## config.mk

```make
export PLATFORM = sky130hd
export DESIGN_NAME = sim_ctrl_slave_flat
export DESIGN_NICKNAME = d
export VERILOG_FILES = /design/src/rtl/sim_ctrl_pkg.sv /design/src/rtl/sim_ctrl_slave_if.sv /design/src/rtl/sim_ctrl_fifo.sv /design/src/rtl/sim_ctrl_slave.sv /design/src/flat_wrapper.sv
export SDC_FILE = /design/constraint.sdc
export NUM_CORES = 1
export LEC_CHECK = 0
export BUFFER_PORTS_ARGS = -buffer_cell sky130_fd_sc_hd__buf_4
export CORE_MARGIN = 3
export CORE_UTILIZATION = 30
export DETAILED_ROUTE_END_ITERATION = 12
export SLEW_MARGIN = 20
export SYNTH_ARGS = -nofsm -noshare
export SYNTH_HDL_FRONTEND = slang
export SYNTH_SLANG_ARGS = --single-unit
```

## constraint.sdc

```tcl
create_clock -name i_clk -period 2.7 [get_ports i_clk]
set_input_delay 0.54 -clock i_clk [delete_from_list [all_inputs] [get_ports i_clk]]
set_output_delay 0.54 -clock i_clk [all_outputs]
set_load 0.01 [all_outputs]
```

## src/rtl/sim_ctrl_pkg.sv

```systemverilog
// Register offsets, FSM states and fixed exit codes shared by the
// simulation control responder and its bench.
package sim_ctrl_pkg;

  localparam logic [4:0] OFF_TOHOST   = 5'h00;
  localparam logic [4:0] OFF_CONSOLE  = 5'h04;
  localparam logic [4:0] OFF_CYCLE_LO = 5'h08;
  localparam logic [4:0] OFF_CYCLE_HI = 5'h0C;
  localparam logic [4:0] OFF_STATUS   = 5'h10;

  localparam logic [30:0] EXIT_CODE_TIMEOUT = 31'h7FFF_FFFF;

  typedef enum logic [1:0] {
    StIdle,
    StWait,
    StResp
  } state_e;

endpackage

```

## src/rtl/sim_ctrl_slave_if.sv

```systemverilog
// Data-bus request/response bundle between the core (master) and the
// simulation control responder (slave).
interface sim_ctrl_slave_if;

  logic        req_valid;
  logic        req_ready;
  logic        req_we;
  logic [31:0] req_addr;
  logic [31:0] req_wdata;
  logic [3:0]  req_be;
  logic        rsp_valid;
  logic [31:0] rsp_rdata;
  logic        rsp_err;

  modport master (
    output req_valid, req_we, req_addr, req_wdata, req_be,
    input  req_ready, rsp_valid, rsp_rdata, rsp_err
  );

  modport slave (
    input  req_valid, req_we, req_addr, req_wdata, req_be,
    output req_ready, rsp_valid, rsp_rdata, rsp_err
  );

endinterface

```

## src/rtl/sim_ctrl_fifo.sv

```systemverilog
// Synchronous FIFO with extra-MSB pointers; a pop in the same cycle frees a
// slot for a push even when full. Head reads as zero while empty.
module sim_ctrl_fifo #(
  parameter int unsigned Width = 8,
  parameter int unsigned Depth = 8
) (
  input  logic                     i_clk,
  input  logic                     i_rst,
  input  logic                     i_push,
  input  logic [Width-1:0]         i_wdata,
  input  logic                     i_pop,
  output logic [Width-1:0]         o_rdata,
  output logic                     o_full,
  output logic                     o_empty,
  output logic [$clog2(Depth):0]   o_count
);

  localparam int unsigned AddrW = $clog2(Depth);
  localparam logic [AddrW:0] PtrOne = 1;

  logic [Width-1:0] r_mem [Depth];
  logic [AddrW:0]   r_wptr;
  logic [AddrW:0]   r_rptr;
  logic             w_do_push;
  logic             w_do_pop;

  assign o_count   = r_wptr - r_rptr;
  assign o_empty   = (r_wptr == r_rptr);
  assign o_full    = (r_wptr[AddrW] != r_rptr[AddrW]) &&
                     (r_wptr[AddrW-1:0] == r_rptr[AddrW-1:0]);
  assign w_do_pop  = i_pop && !o_empty;
  assign w_do_push = i_push && (!o_full || w_do_pop);
  assign o_rdata   = o_empty ? '0 : r_mem[r_rptr[AddrW-1:0]];

  always_ff @(posedge i_clk) begin
    if (i_rst) begin
      r_wptr <= '0;
      r_rptr <= '0;
    end else begin
      if (w_do_push) r_wptr <= r_wptr + PtrOne;
      if (w_do_pop)  r_rptr <= r_rptr + PtrOne;
    end
  end

  always_ff @(posedge i_clk) begin
    if (w_do_push) r_mem[r_wptr[AddrW-1:0]] <= i_wdata;
  end

endmodule

```

## src/rtl/sim_ctrl_slave.sv

```systemverilog
// Memory-mapped test-harness responder: TOHOST end-of-test, console FIFO,
// 64-bit cycle counter and optional watchdog.
module sim_ctrl_slave
  import sim_ctrl_pkg::*;
#(
  parameter logic [31:0] BASE_ADDR   = 32'h1000_0000,
  parameter int unsigned WAIT_CYCLES = 1,
  parameter int unsigned FIFO_DEPTH  = 8,
  parameter int unsigned TIMEOUT     = 0
) (
  input  logic              i_clk,
  input  logic              i_rst,
  sim_ctrl_slave_if.slave   bus,
  output logic              o_con_valid,
  output logic [7:0]        o_con_data,
  input  logic              i_con_ready,
  output logic              o_done,
  output logic              o_pass,
  output logic [30:0]       o_exit_code
);

  localparam int unsigned CntW     = $clog2(FIFO_DEPTH) + 1;
  localparam bit          WdogEn   = (TIMEOUT != 0);
  localparam logic [63:0] WdogLast = 64'(TIMEOUT) - 64'd1;
  localparam logic [3:0]  WaitLast = 4'(WAIT_CYCLES - 1);

  state_e      r_state, w_state_next;
  logic [3:0]  r_wait_cnt, w_wait_cnt_next;
  logic [63:0] r_cycle;
  logic [31:0] r_snap;
  logic        r_done, r_pass, r_timeout;
  logic [30:0] r_exit;
  logic [31:0] r_rdata;
  logic        r_err;

  logic            w_accept, w_in_region;
  logic [4:0]      w_off;
  logic [31:0]     w_rdata;
  logic            w_err, w_push_req, w_push, w_pop;
  logic            w_tohost_set, w_snap_load, w_wdog_fire;
  logic            w_full, w_empty;
  logic [CntW-1:0] w_count;
  logic            w_unused_be;

  assign w_unused_be = ^bus.req_be[3:1];
  assign w_accept    = bus.req_valid && (r_state == StIdle);
  assign w_in_region = (bus.req_addr[31:5] == BASE_ADDR[31:5]);
  assign w_off       = bus.req_addr[4:0];
  assign w_pop       = !w_empty && i_con_ready;
  // A push into a full FIFO only lands if the head pops in the same cycle.
  assign w_push      = w_accept && w_push_req && (!w_full || w_pop);
  assign w_wdog_fire = WdogEn && (r_cycle == WdogLast) && !r_done;

  always_comb begin
    w_rdata      = '0;
    w_err        = 1'b0;
    w_push_req   = 1'b0;
    w_tohost_set = 1'b0;
    w_snap_load  = 1'b0;
    if (!w_in_region) begin
      w_err = 1'b1;
    end else begin
      case (w_off)
        OFF_TOHOST: begin
          if (bus.req_we && bus.req_wdata[0] && !r_done) w_tohost_set = 1'b1;
        end
        OFF_CONSOLE: begin
          if (bus.req_we) begin
            if (bus.req_be[0]) begin
              w_push_req = 1'b1;
              w_err      = w_full && !w_pop;
            end
          end else begin
            w_rdata = 32'(w_count);
          end
        end
        OFF_CYCLE_LO: begin
          if (!bus.req_we) begin
            w_rdata     = r_cycle[31:0];
            w_snap_load = 1'b1;
          end
        end
        OFF_CYCLE_HI: begin
          if (!bus.req_we) w_rdata = r_snap;
        end
        OFF_STATUS: begin
          if (!bus.req_we) w_rdata = {27'b0, r_timeout, r_pass, r_done, w_full, w_empty};
        end
        default: w_err = 1'b1;
      endcase
    end
  end

  always_comb begin
    w_state_next    = r_state;
    w_wait_cnt_next = r_wait_cnt;
    case (r_state)
      StIdle: begin
        if (bus.req_valid) begin
          w_wait_cnt_next = '0;
          w_state_next    = (WAIT_CYCLES == 0) ? StResp : StWait;
        end
      end
      StWait: begin
        if (r_wait_cnt == WaitLast) w_state_next = StResp;
        else                        w_wait_cnt_next = r_wait_cnt + 4'd1;
      end
      StResp:  w_state_next = StIdle;
      default: w_state_next = StIdle;
    endcase
  end

  always_ff @(posedge i_clk) begin
    if (i_rst) begin
      r_state    <= StIdle;
      r_wait_cnt <= '0;
      r_rdata    <= '0;
      r_err      <= 1'b0;
      r_cycle    <= '0;
      r_snap     <= '0;
    end else begin
      r_state    <= w_state_next;
      r_wait_cnt <= w_wait_cnt_next;
      r_cycle    <= r_cycle + 64'd1;
      if (w_accept) begin
        r_rdata <= w_rdata;
        r_err   <= w_err;
      end
      if (w_accept && w_snap_load) r_snap <= r_cycle[63:32];
    end
  end

  // First terminating event wins; both sources are blocked once done is set.
  always_ff @(posedge i_clk) begin
    if (i_rst) begin
      r_done    <= 1'b0;
      r_pass    <= 1'b0;
      r_exit    <= '0;
      r_timeout <= 1'b0;
    end else if (w_accept && w_tohost_set) begin
      r_done <= 1'b1;
      r_pass <= (bus.req_wdata == 32'h1);
      r_exit <= bus.req_wdata[31:1];
    end else if (w_wdog_fire) begin
      r_done    <= 1'b1;
      r_pass    <= 1'b0;
      r_exit    <= EXIT_CODE_TIMEOUT;
      r_timeout <= 1'b1;
    end
  end

  sim_ctrl_fifo #(
    .Width (8),
    .Depth (FIFO_DEPTH)
  ) u_fifo (
    .i_clk   (i_clk),
    .i_rst   (i_rst),
    .i_push  (w_push),
    .i_wdata (bus.req_wdata[7:0]),
    .i_pop   (w_pop),
    .o_rdata (o_con_data),
    .o_full  (w_full),
    .o_empty (w_empty),
    .o_count (w_count)
  );

  assign bus.req_ready = (r_state == StIdle);
  assign bus.rsp_valid = (r_state == StResp);
  assign bus.rsp_rdata = (r_state == StResp) ? r_rdata : '0;
  assign bus.rsp_err   = (r_state == StResp) && r_err;
  assign o_con_valid   = !w_empty;
  assign o_done        = r_done;
  assign o_pass        = r_pass;
  assign o_exit_code   = r_exit;

endmodule

```

## src/flat_wrapper.sv

```systemverilog
// flat-port wrapper written by rule: the top's interface ports become plain ports
module sim_ctrl_slave_flat import sim_ctrl_pkg::*;
#(
  parameter logic [31:0] BASE_ADDR   = 32'h1000_0000,
  parameter int unsigned WAIT_CYCLES = 1,
  parameter int unsigned FIFO_DEPTH  = 8,
  parameter int unsigned TIMEOUT     = 0
)
  (i_clk, i_rst, o_con_valid, o_con_data, i_con_ready, o_done, o_pass, o_exit_code, bus_req_valid, bus_req_we, bus_req_addr, bus_req_wdata, bus_req_be, bus_req_ready, bus_rsp_valid, bus_rsp_rdata, bus_rsp_err);
  sim_ctrl_slave_if bus_i ();
  input  logic i_clk;
  input  logic i_rst;
  output logic o_con_valid;
  output logic [7:0] o_con_data;
  input  logic i_con_ready;
  output logic o_done;
  output logic o_pass;
  output logic [30:0] o_exit_code;
  input wire logic [$bits(bus_i.req_valid)-1:0] bus_req_valid;
  input wire logic [$bits(bus_i.req_we)-1:0] bus_req_we;
  input wire logic [$bits(bus_i.req_addr)-1:0] bus_req_addr;
  input wire logic [$bits(bus_i.req_wdata)-1:0] bus_req_wdata;
  input wire logic [$bits(bus_i.req_be)-1:0] bus_req_be;
  output wire logic [$bits(bus_i.req_ready)-1:0] bus_req_ready;
  output wire logic [$bits(bus_i.rsp_valid)-1:0] bus_rsp_valid;
  output wire logic [$bits(bus_i.rsp_rdata)-1:0] bus_rsp_rdata;
  output wire logic [$bits(bus_i.rsp_err)-1:0] bus_rsp_err;
  assign bus_i.req_valid = bus_req_valid;
  assign bus_i.req_we = bus_req_we;
  assign bus_i.req_addr = bus_req_addr;
  assign bus_i.req_wdata = bus_req_wdata;
  assign bus_i.req_be = bus_req_be;
  assign bus_req_ready = bus_i.req_ready;
  assign bus_rsp_valid = bus_i.rsp_valid;
  assign bus_rsp_rdata = bus_i.rsp_rdata;
  assign bus_rsp_err = bus_i.rsp_err;
  sim_ctrl_slave #(.BASE_ADDR(BASE_ADDR), .WAIT_CYCLES(WAIT_CYCLES), .FIFO_DEPTH(FIFO_DEPTH), .TIMEOUT(TIMEOUT)) u_core (.i_clk(i_clk), .i_rst(i_rst), .bus(bus_i), .o_con_valid(o_con_valid), .o_con_data(o_con_data), .i_con_ready(i_con_ready), .o_done(o_done), .o_pass(o_pass), .o_exit_code(o_exit_code));
endmodule
```

==> impl_summary.txt <==
----------------------------------------------------
[Layout]
  Ratio of cells with drive above 1 in the final layout ... 0.2086
  Final standard cell area without fillers ... 13050 µm²
  Final-stage net count ... 1318
  Fillers ... 3355
  Antenna diode count ... 0
  Synthesis-to-finish area growth ... 26.07%

[Yosys]
  Top-count cell post-synth ... sky130_fd_sc_hd__nand2_1
  Cell type with the largest total area after synthesis ... sky130_fd_sc_hd__dfxtp_1
  Number of distinct library cells after synthesis ... 53
  Most frequent cells after synthesis ... 193 x sky130_fd_sc_hd__nand2_1, 179 x sky130_fd_sc_hd__dfxtp_1, 99 x sky130_fd_sc_hd__a21oi_1, 81 x sky130_fd_sc_hd__nor2_1, 64 x sky130_fd_sc_hd__edfxtp_1
  Yosys reg bits ... 243
  Syn Std Cell Area ... 10350 µm²
  Top post-synthesis cells by area ... sky130_fd_sc_hd__dfxtp_1 35%, sky130_fd_sc_hd__edfxtp_1 19%, sky130_fd_sc_hd__nand2_1 7.0%
  Warnings from Yosys ... 0
  Area share of the largest cell type after synthesis ... 0.3461
  Dominant register cell in the synthesized netlist ... sky130_fd_sc_hd__dfxtp_1
  Average cell area after synthesis ... 9.559 µm²
  Post-synthesis net count ... 1165
  Share of synthesized flip-flops with an asynchronous set or reset ... 0
  Number of enable flip-flop cells after synthesis ... 64
  Gate Count Post-Synth ... 1083
  Post-synthesis sequential area ratio ... 0.5318

[Critical path]
  Kind of end point of the critical path ... output pin
  Arr. time, crit path ... 2030 ps
  Startpoint Class ... flop
  Critical-path maximum fanout ... 7
  Capturing element of the worst setup path ... o_con_data[0]
  Source of the critical timing path ... u_core.u_fifo.r_rptr[1]$_SDFFE_PP0P_
  Source of the worst register-to-register timing path ... u_core.r_cycle[18]$_SDFF_PP0_
  Setup CP Type ... flop to output pin
  Worst Path Required ... 2160 ps
  Number of cell instances on the worst register-to-register path ... 5
  Worst R2R Setup Slack ... 390 ps
  Worst reg2reg endpoint ... u_core.r_cycle[48]$_SDFF_PP0_

[GRT]
  Global routing usage summed across all routing layers ... 0.1439
  Number of antenna violations at the first check in global routing ... 0
  Largest net degree at the start of global routing ... 61
  Global route overflow ... 0
  Vias in the first global route ... 8030
  First-pass GRT wire length ... 43130 µm

[Pwr]
  IR drop worst, VDD ... 0.3347 mV
  Static power due to leakage ... 4.538 nW
  Total power density per cell area ... 596.1 nW/µm²

[Status]
  Outcome ... finished, final reports clean

[Route]
  Antenna viol nets, final ... 0
  Drt pass-1 iters ... 4
  Total routed wire length on the met1 layer ... 12310 µm
  Mean routed wirelength per cell ... 15.88 µm
  Met3 Wirelength ... 1127 µm
  Count of routing violations after the opening detailed-route iteration ... 558
  Average vias per placed instance ... 4.860
  Length of routed met2 wiring ... 13090 µm
  Total wirelength of the detailed-routed design ... 27060 µm
  Via count ... 8281
  Top routing layer in use ... met4
  Number of design rule violations left after detail routing ... 0

[Timing]
  Hold violation total from the final report ... 0
  Max Clk Rate ... 0.3890 GHz
  Transition time at the pin with the least slew margin ... 705.2 ps
  Period minus WS final ... 2571 ps
  Worst-case setup margin in the final layout ... 129.3 ps
  Final Skew ... 13.64 ps
  Tightest slew margin relative to the limit ... 0.5270
  Setup violations, final ... 0
  Slew Viols, Final ... 0
  Final Cycle Share ... 0.9521

[Hold path]
  Type of the tightest min-delay check ... input port to flop

[Floorplanning]
  Number of rows in the core area ... 67
  Horizontal die dimension ... 191.8 µm
  Die extent in y ... 191.8 µm
  Area of the core region ... 33780 µm²
  Die area ... 36770 µm²
  IO Pins ... 150
  Effective utilization at floorplan ... 0.3064

[Placement]
  GP Congestion ... 0.8143
  Count of buffers inserted at the top-level ports ... 146
  Post-place instance area ... 12090 µm²
  Placement-stage worst setup slack ... 292.3 ps
  HPWL after detailed placement ... 19040 µm

[Clocking]
  Clock buffer count from CTS ... 26
  Clock latency on the worst-skew pair ... 530 ps
  Clock tree root driver cell ... sky130_fd_sc_hd__clkbuf_16
  Deepest clock path buffer count ... 3
  TritonCTS clock tree ... done
  Total number of H-tree levels ... 1
  CTS clk-pin slew, worst paths ... 70 ps
  TritonCTS Sinks ... 243

[Flow run]
  Number of max-cap violations ... 0

----------------------------------------------------
==> layer usage <==
metal / vias to the layer above / track usage
li1: 4149 / -
met1: 3954 / 0.1920
met2: 144 / 0.2456
met3: 34 / 0.02008
met4: 0 / 0.03641
met5: - / 0
==> where the power goes <==
group          switching [W]  internal [W]  leakage [nW]
clock                0.00147       0.00231         0.447
combinational       0.000138      0.000106          2.07
sequential         0.0000122       0.00374          2.02
==> state kept, by name (all words and copies together) (netlist names), named ones only <==
register,flops
u_core.r_wait_cnt,4
u_core.r_err,1
u_core.r_cycle,64
u_core.o_exit_code,31
u_core.o_pass,1
u_core.r_snap,32
u_core.u_fifo.r_rptr,4
u_core.r_state,2
u_core.u_fifo.r_mem,64
u_core.u_fifo.r_wptr,4
u_core.o_done,1
u_core.r_rdata,32
==> per-stage QoR <==
step | hold slack [ps] | instances | total power, W | utilization | TNS (ps)
final | 262.4 | 1704 | 0.007780 | 0.3863 | 0
after global routing | 249.6 | 1704 | 0.008047 | 0.3863 | -2.196
after CTS | 243.9 | 1702 | 0.007872 | 0.3850 | 0
after detailed placement | 434.1 | 1654 | 0.004080 | 0.3579 | 0
after global placement | 431.1 | 1654 | 0.004076 | 0.3579 | 0
after floorplan | 411.3 | 1083 | 0.003927 | - | 0
==> critical path, stage by stage (launching register included) <==
cell and delay [ps]:
sky130_fd_sc_hd__dfxtp_1 380, sky130_fd_sc_hd__inv_1 100, sky130_fd_sc_hd__ha_1 310, sky130_fd_sc_hd__nand3_2 130
sky130_fd_sc_hd__nor2_4 190, sky130_fd_sc_hd__buf_6 170, sky130_fd_sc_hd__nor2_1 70, sky130_fd_sc_hd__buf_4 150
==> cells in the final DEF (no fill, tap or decap), types with 4 or more instances in the layout <==
| master | instances |
|---|---|
| sky130_fd_sc_hd__nor3_1 | 10 |
| sky130_fd_sc_hd__a22oi_1 | 28 |
| sky130_fd_sc_hd__mux2i_1 | 14 |
| sky130_fd_sc_hd__and4_1 | 8 |
| sky130_fd_sc_hd__bufinv_16 | 5 |
| sky130_fd_sc_hd__o21ai_0 | 56 |
| sky130_fd_sc_hd__nand2_1 | 193 |
| sky130_fd_sc_hd__a21oi_1 | 99 |
| sky130_fd_sc_hd__or4_1 | 5 |
| sky130_fd_sc_hd__or3_1 | 30 |
| sky130_fd_sc_hd__and3_1 | 9 |
| sky130_fd_sc_hd__clkbuf_16 | 27 |
| sky130_fd_sc_hd__clkinv_2 | 7 |
| sky130_fd_sc_hd__ha_1 | 7 |
| sky130_fd_sc_hd__xor2_1 | 27 |
| sky130_fd_sc_hd__nor2b_1 | 6 |
| sky130_fd_sc_hd__mux4_2 | 16 |
| sky130_fd_sc_hd__buf_4 | 181 |
| sky130_fd_sc_hd__inv_1 | 20 |
| sky130_fd_sc_hd__dfxtp_1 | 179 |
| sky130_fd_sc_hd__xnor2_1 | 15 |
| sky130_fd_sc_hd__nor2_1 | 79 |
| sky130_fd_sc_hd__edfxtp_1 | 64 |
| sky130_fd_sc_hd__nor4_1 | 18 |
| sky130_fd_sc_hd__and2_1 | 36 |
| sky130_fd_sc_hd__nand3_1 | 31 |
| sky130_fd_sc_hd__o31ai_1 | 6 |
| sky130_fd_sc_hd__clkbuf_1 | 4 |
| sky130_fd_sc_hd__nand4_1 | 25 |
==> how the worst min path moves through the flow <==
stage / from / to / slack [ps] / depth (start not counted)
2_1_floorplan: u_core.r_rdata[3]$_SDFFE_PP0P_ / u_core.r_rdata[3]$_SDFFE_PP0P_ / 410 / 2
3_3_place_gp: u_core.r_rdata[29]$_SDFFE_PP0P_ / u_core.r_rdata[29]$_SDFFE_PP0P_ / 430 / 2
3_5_place_dp: u_core.r_rdata[3]$_SDFFE_PP0P_ / u_core.r_rdata[3]$_SDFFE_PP0P_ / 430 / 2
4_1_cts: bus_req_wdata[9] / u_core.o_exit_code[8]$_SDFFE_PP0P_ / 240 / 3
5_1_grt: bus_req_wdata[25] / u_core.o_exit_code[24]$_SDFFE_PP0P_ / 250 / 3
6_report: bus_req_wdata[9] / u_core.o_exit_code[8]$_SDFFE_PP0P_ / 260 / 3
==> cell type report <==
cell class | count | area, µm² | area share
flip-flops and latches | 243 | 5505 | 0.4218
clock buffers | 31 | 690.7 | 0.05292
inverters | 20 | 75.07 | 0.005752
clock inverters | 17 | 217.7 | 0.01668
multi-input cells | 759 | 4557 | 0.3492
repair buffers | 186 | 1445 | 0.1107
well taps | 448 | 560.5 | 0.04295
==> kinds of logic (layout without fill, tap and decap cells) <==
kind of cell,count (synthesis),after routing,share of synthesized area
flip-flops,243,243,0.5318
AND/OR/NAND/NOR,478,478,0.2329
XOR/XNOR,42,42,0.03553
AO/OA/AOI/OAI,199,199,0.1074
adder cells (fa/ha/maj),9,9,0.01160
buffers and inverters,81,254,0.03130
multiplexers,31,31,0.04943
==> timing repair <==
item / in CTS / in global routing
pin swaps: 0 / 1
buffers inserted: 0 / 2
hold buffers: 0 / 0
endpoints found under the setup margin: 8 / 7
resized for setup: 2 / 5
(Power assumes the default switching activity.)
